--- src/rtl/instr_fetch_decode.sv ---
// Multicycle CPU front end: program counter, instruction fetch, MIPS field
// decode and valid/ready issue to the control state machine.
module instr_fetch_decode #(
  parameter logic [31:0] RESET_PC = 32'h0000_0000
) (
  input  logic        clk,
  input  logic        reset,
  output logic [31:0] imem_addr,
  output logic        imem_rd_en,
  input  logic [31:0] imem_rdata,
  output logic        instr_valid,
  input  logic        ctrl_ready,
  input  logic        pc_update,
  input  logic [1:0]  pc_next_sel,
  input  logic [31:0] rs_value,
  output logic [31:0] pc,
  output logic [31:0] pc_plus4,
  output logic [5:0]  opcode,
  output logic [4:0]  rs,
  output logic [4:0]  rt,
  output logic [4:0]  rd,
  output logic [5:0]  funct,
  output logic [15:0] imm16,
  output logic [31:0] imm_sext,
  output logic [25:0] target,
  output logic [3:0]  cmd,
  output logic        illegal
);

  typedef enum logic [1:0] {
    S_FETCH = 2'd0,
    S_LOAD  = 2'd1,
    S_ISSUE = 2'd2,
    S_EXEC  = 2'd3
  } state_t;

  state_t      r_state;
  state_t      w_next_state;
  logic [31:0] r_ir;
  logic [31:0] r_pc;
  logic [31:0] w_pc_next;
  logic [3:0]  w_cmd;
  logic        w_illegal;

  // State register
  always_ff @(posedge clk) begin
    if (reset) r_state <= S_FETCH;
    else       r_state <= w_next_state;
  end

  // Next-state logic
  always_comb begin
    w_next_state = r_state;
    case (r_state)
      S_FETCH: w_next_state = S_LOAD;
      S_LOAD:  w_next_state = S_ISSUE;
      S_ISSUE: if (ctrl_ready) w_next_state = S_EXEC;
      S_EXEC:  if (pc_update)  w_next_state = S_FETCH;
      default: w_next_state = S_FETCH;
    endcase
  end

  // Instruction register, captured in LOAD from the registered memory read
  always_ff @(posedge clk) begin
    if (reset)                  r_ir <= '0;
    else if (r_state == S_LOAD) r_ir <= imem_rdata;
  end

  // Program counter, updated only when the controller retires in EXEC
  always_ff @(posedge clk) begin
    if (reset)                               r_pc <= RESET_PC;
    else if (r_state == S_EXEC && pc_update) r_pc <= w_pc_next;
  end

  // Next-PC selection
  always_comb begin
    w_pc_next = pc_plus4;
    case (pc_next_sel)
      2'b00: w_pc_next = pc_plus4;
      2'b01: w_pc_next = {pc_plus4[31:28], r_ir[25:0], 2'b00};
      2'b10: w_pc_next = rs_value & 32'hFFFF_FFFC;
      2'b11: w_pc_next = pc_plus4 + {imm_sext[29:0], 2'b00};
      default: w_pc_next = pc_plus4;
    endcase
  end

  // Command decode from opcode, or funct for R-type
  always_comb begin
    w_cmd     = 4'd15;
    w_illegal = 1'b1;
    case (r_ir[31:26])
      6'h23: begin w_cmd = 4'd0; w_illegal = 1'b0; end
      6'h2B: begin w_cmd = 4'd1; w_illegal = 1'b0; end
      6'h02: begin w_cmd = 4'd2; w_illegal = 1'b0; end
      6'h03: begin w_cmd = 4'd4; w_illegal = 1'b0; end
      6'h05: begin w_cmd = 4'd5; w_illegal = 1'b0; end
      6'h0E: begin w_cmd = 4'd6; w_illegal = 1'b0; end
      6'h08: begin w_cmd = 4'd8; w_illegal = 1'b0; end
      6'h00: begin
        case (r_ir[5:0])
          6'h08: begin w_cmd = 4'd3;  w_illegal = 1'b0; end
          6'h20: begin w_cmd = 4'd7;  w_illegal = 1'b0; end
          6'h22: begin w_cmd = 4'd9;  w_illegal = 1'b0; end
          6'h2A: begin w_cmd = 4'd10; w_illegal = 1'b0; end
          default: begin w_cmd = 4'd15; w_illegal = 1'b1; end
        endcase
      end
      default: begin w_cmd = 4'd15; w_illegal = 1'b1; end
    endcase
  end

  // State-dependent outputs; read strobe is suppressed while reset is held
  always_comb begin
    imem_rd_en  = (r_state == S_FETCH) && !reset;
    instr_valid = (r_state == S_ISSUE);
    if (r_state == S_ISSUE || r_state == S_EXEC) begin
      cmd     = w_cmd;
      illegal = w_illegal;
    end else begin
      cmd     = 4'd0;
      illegal = 1'b0;
    end
  end

  assign pc        = r_pc;
  assign imem_addr = r_pc;
  assign pc_plus4  = r_pc + 32'd4;
  assign opcode    = r_ir[31:26];
  assign rs        = r_ir[25:21];
  assign rt        = r_ir[20:16];
  assign rd        = r_ir[15:11];
  assign funct     = r_ir[5:0];
  assign imm16     = r_ir[15:0];
  assign imm_sext  = {{16{r_ir[15]}}, r_ir[15:0]};
  assign target    = r_ir[25:0];

endmodule

--- config.mk ---
export PLATFORM = sky130hd
export DESIGN_NAME = instr_fetch_decode
export DESIGN_NICKNAME = d
export VERILOG_FILES = /design/src/rtl/instr_fetch_decode.sv
export SDC_FILE = /design/constraint.sdc
export NUM_CORES = 1
export LEC_CHECK = 0
export CORE_ASPECT_RATIO = 0.6
export CORE_MARGIN = 5
export CORE_UTILIZATION = 40
export DETAILED_ROUTE_END_ITERATION = 6
export GPL_ROUTABILITY_DRIVEN = 0
export PLACE_DENSITY_LB_ADDON = 0.12
export SETUP_SLACK_MARGIN = 0.3
export SLEW_MARGIN = 40
export SYNTH_ARGS = -nofsm -noshare
export SYNTH_HDL_FRONTEND = slang
export SYNTH_SLANG_ARGS = --single-unit
export TNS_END_PERCENT = 20
--- constraint.sdc ---
create_clock -name clk -period 3.4 [get_ports clk]
set_input_delay 0.68 -clock clk [delete_from_list [all_inputs] [get_ports clk]]
set_output_delay 0.68 -clock clk [all_outputs]
set_load 0.005 [all_outputs]
Word-level counts from Yosys, hierarchy flattened
Index checks and enable logic that the tools add are counted.
W data, S select, Z words.
{ "totals": {"reg_bits": 66, "input_bits": 70, "output_inout_bits": 204, "wordCells": 44} }
{ "classes": {"n_addsub": 2, "n_eq_ne": 19, "mux": 10, "reduce_logical": 10} }
{ "op_table": {"columns": ["op", "count"], "rows": [
  ["$pmux W32 S4", 1],
  ["$add A32 B3 Y32 const B", 1],
  ["$add A32 B32 Y32", 1],
  ["$pmux W4 S8", 1],
  ["$eq A6 B6 Y1 const B", 5],
  ["$eq A6 B4 Y1 const B", 3],
  ["$pmux W4 S4", 1],
  ["$eq A6 B2 Y1 const B", 2],
  ["$eq A2 B2 Y1 const B", 4],
  ["$pmux W2 S4", 1],
  ["$reduce_or A7 Y1", 1],
  ["$eq A6 B3 Y1 const B", 1],
  ["$logic_not A6 Y1", 1],
  ["$eq A2 B1 Y1 const B", 2],
  ["$logic_not A2 Y1", 2],
  ["$mux W2", 2],
  ["$mux W4", 1],
  ["$reduce_or A4 Y1", 1],
  ["$logic_and A1 B1 Y1", 2],
  ["$mux W1", 2],
  ["$ne A2 B1 Y1 const B", 1],
  ["$ne A2 B2 Y1 const B", 1],
  ["$pmux W1 S2", 1],
  ["$reduce_and A2 Y1", 1],
  ["other kinds (2)", 2]
]} }

Logic depth before layout (Yosys ltp)
{ "depth": {"depth_word": 5, "depth_mapped": 18, "mapped_depth_nobuf": 17} }

Least setup slack after synthesis
Ideal clock, no wire load.
{ "synth_timing": {"path_type": "register -> register", "startpoint": "reg r_pc[2] (netlist: imem_addr[2])", "endpoint": "reg r_pc[23] (netlist: imem_addr[23])", "setup_ps": 115, "arrival_ps": 3590, "required_ps": 3285, "slack_ps": -305, "path_stages_with_launch": 15, "path_buffers": 0, "cell_sequence": "dfxtp_1 -> ha_1 -> nand3_1 -> nor3_4 -> nand3_1 -> nor2_1 -> xor2_1 -> ha_1 -> a21o_1 -> o21bai_1 -> a311o_1 -> nor2_1 -> xnor2_1 -> mux4_2 -> o21a_1"} }
{ "synth_between": {"elab_chain_cells": 3} }
{ "synth_lines": {"columns": ["item", "line", "source"], "rows": [
  ["start, declared", "40", "logic [31:0] r_pc;"],
  ["start signal, assigned", "72", "else if (r_state == S_EXEC && pc_update) r_pc <= w_pc_next;"],
  ["$add A32 B3 Y32", "127", "assign pc_plus4 = r_pc + 32'd4;"],
  ["net pc_plus4[22]", "17", "output logic [31:0] pc_plus4,"],
  ["$add A32 B32 Y32", "82", "2'b11: w_pc_next = pc_plus4 + {imm_sext[29:0], 2'b00};"],
  ["$pmux W32 S4", "78", "case (pc_next_sel)"]
]} }
The timed path passes the listed nets, and every way through them passes these cells.
A chain may end at the register's enable or synchronous reset.

Worst setup path in the final report
{ "layout_timing": {"startpoint": "reg r_pc[10] (netlist: imem_addr[10])", "endpoint": "reg r_pc[25] (netlist: imem_addr[25])"} }
{ "layout_between": {"elab_chain_cells": 3} }
{ "layout_lines": {"columns": ["item", "line"], "rows": [
  ["$add A32 B3 Y32 (*)", "127"],
  ["$add A32 B32 Y32", "82"],
  ["$pmux W32 S4 (*)", "78"]
]} }
Mark *: on every way between the ends. The rest lies on a longest branch, timed or not.

==> results.yml <==
layout:
  diodes: 0
  fin_nets: 1248
  seq_area_mm2: 0.00131
  final_layout_size_suffix_gt1_share_pct: 26.7
  n_fill_cell: 1371
  syn2layout_area_growth_pct: 63.9
  multiInputGateArea_mm2: 0.00494
floorplanning:
  die_y_um: 109
  dieArea_mm2: 0.0192
  die_x_um: 175
  ios: 274
  coreArea_mm2: 0.0162
  core.rowCount: 36
  start_util_pct: 40.6
worst_hold_path:
  hp-start: "imem_addr[22]$_SDFFE_PP0P_"
  hold_end: "imem_addr[22]$_SDFFE_PP0P_"
  hold_class: "flip-flop to flip-flop"
  hold-path-cell-count: 2
critical_path:
  cp-end-kind: "flip-flop"
  rr_worst_depth: 14
  ff2ff_setup_slack_ns: -0.03
  worstPathRequired_ns: 3.68
  crit_type: "flip-flop to flip-flop"
  rr_startpoint: "imem_addr[10]$_SDFFE_PP0P_"
  start_kind: "flip-flop"
  path_max_fanout: 8
  r2r_end: "imem_addr[25]$_SDFFE_PP0P_"
  crit_arrival_ns: 3.72
route:
  route.detailed.drc: 0
  drtAntennaViolNets: 0
  vias: 7431
  dr.pass1.iters: 5
  via_per_inst: 5.50
  post_drt_wl_per_cell_um: 20.2
  routed_wl_um: 27400
  first_iter_violations: 541
clocking:
  cts_sinks: 64
  cts_buffers: 9
  cts_root_buf: "clkbuf_16"
  hold_buffers: 0
  clk_latency_ns: 0.34
  path_clk_slew_ns: 0.06
  cts_htree_levels: 3
  cts_tree: "done"
  clk_path_buf_depth: 2
timing:
  post-route-period-util_pct: 101
  post-route-min-period_ns: 3.43
  fmax_mhz: 291
  rsz0062_at_grt: "true"
  finalSetupViolations: 1
  slew_viol_final: 0
  setup_ws_ns: -0.0337
  slew_headroom_pct: 58.1
  hold_violations: 0
  whs_ns: 0.506
  fin_setup_tns_ns: -0.0337
  finClkSkew_ns: 0.00486
  worst_slew_pin_slew_ns: 0.628
synth:
  synth_cell_types: 70
  yosys_most_used_dff: "dfxtp_1"
  synth_top_cell_area_share_pct: 19.5
  synthTopCellsByArea: "dfxtp_1 19%, buf_4 12%, ha_1 7.4%"
  seq_area_frac_synth_pct: 19.5
  synth_cells: 849
  yosys.area.top_type: "dfxtp_1"
  synth_warnings: 0
  synth-edff-count: 0
  async_flop_share_pct: 0
  syn_area_per_cell_um2: 7.74
  syn_area_mm2: 0.00657
  synth-seq-cells: 64
  synth_common_cells: "105 x buf_4, 94 x nor2_1, 64 x dfxtp_1"
  synth.most_common_cell: "buf_4"
global_route:
  grt_max_degree: 34
  gr-usage-all-layers_pct: 26.6
  antenna_found_initial: 0
  overflow: 0
  grt_pass1_wl_um: 40200
  grt_pass1_vias: 7001
place:
  place_hpwl_um: 20800
  io_buffers: 265
pwr:
  power_density_mw_per_mm2: 418
  max-vdd-ir-drop_mv: 0.268
  leakagePower_nw: 4.46
flow_run:
  max_cap_violations: 0
outcome:
  outcome: "complete, but fails checks"
  violations: "negative setup slack"
[per-stage QoR]
stage | util (%) | instances | instance area [µm²] | power, mW | worst slack (ns)
6_report | 66.6 | 1352 | 10800 | 4.51 | -0.0337
5_1_grt | 66.6 | 1352 | 10800 | 4.75 | -0.150
4_1_cts | 63.4 | 1346 | 10300 | 4.39 | 0.0437
3_5_place_dp | 60.1 | 1320 | 9730 | 3.39 | -0.0866
3_3_place_gp | 60.1 | 1320 | 9720 | 3.36 | -0.0300
2_1_floorplan | - | 854 | 6690 | 2.34 | 0.0591
[worst max-delay path, cell delays in order (launching register included)]
cell       delay [ns]
dfxtp_4          0.38
nand3_4          0.09
nor4_4           0.25
buf_4            0.19
and3_4           0.19
nand4_1          0.20
xnor2_1          0.23
ha_2             0.43
nand4_1          0.26
a2111oi_1        0.41
buf_4            0.19
nor4_1           0.04
nor3_1           0.29
o21ai_0          0.15
nand2_1          0.09
[power by group]
group          internal (mW)  switching, mW  total (mW)
Sequential             0.874          0.230        1.10
Combinational           1.38           1.06        2.44
Clock                  0.562          0.404       0.966
Total                   2.81           1.69        4.51
[cell usage in the layout (no fill, tap or decap), drive strengths merged, types with 26 or more instances in the layout]
master / instances
clkdlybuf4s50: 256
buf: 162
nor2: 95
dfxtp: 64
a21oi: 58
nand2: 57
mux2i: 41
ha: 39
o21ai: 37
xnor2: 33
nor3: 26
nand3: 26
[metal layers]
layer	vias to the layer above	share of wire [%]	GRT usage, %
met5	-	0	0
met4	0	1.0	4.73
met3	26	9.6	6.39
met2	370	41	38.9
met1	3509	48	40.0
li1	3526	-	-
[area by class of cell]
| class | count | share of cell area, % |
|---|---|---|
| Clock inverter | 5 | 0.348 |
| Inverter | 21 | 0.732 |
| Sequential cell | 64 | 12.2 |
| Clock buffer | 11 | 2.45 |
| Timing Repair Buffer | 423 | 36.0 |
| Tap cell | 209 | 2.43 |
| Multi-Input combinational cell | 619 | 45.9 |
[what timing repair did]
item,CTS,global route
gates resized for setup,39,101
setup endpoints to repair,34,41
gates cloned,0,0
pin swaps,16,31
buffers inserted,10,6
[worst max path at each step]
stage | start | to
finish | imem_addr[10]$_SDFFE_PP0P_ | imem_addr[25]$_SDFFE_PP0P_
global route | imem_addr[4]$_SDFFE_PP0P_ | imem_addr[25]$_SDFFE_PP0P_
CTS | imem_addr[3]$_SDFFE_PP0P_ | imem_addr[23]$_SDFFE_PP0P_
detailed placement | imem_addr[7]$_SDFFE_PP0P_ | imem_addr[23]$_SDFFE_PP0P_
global placement | imem_addr[7]$_SDFFE_PP0P_ | imem_addr[23]$_SDFFE_PP0P_
floorplan | imem_addr[2]$_SDFFE_PP0P_ | imem_addr[23]$_SDFFE_PP0P_
[state kept, by name, indices dropped and copies added, names as in the netlist]
name and flops:
imem_addr 30, r_ir 32, r_state 2
[kinds of logic after synthesis]
logic type	count (synthesis)	share of synthesized area (%)
buf+inv	171	15.9
xor+xnor	50	6.66
other cells	1	0.0571
flops	64	19.5
mux	54	10.0
fa+ha+maj	40	7.73
compound gates	202	20.1
simple gates	267	20.0
Note: power is estimated with default switching activity, not from simulation.
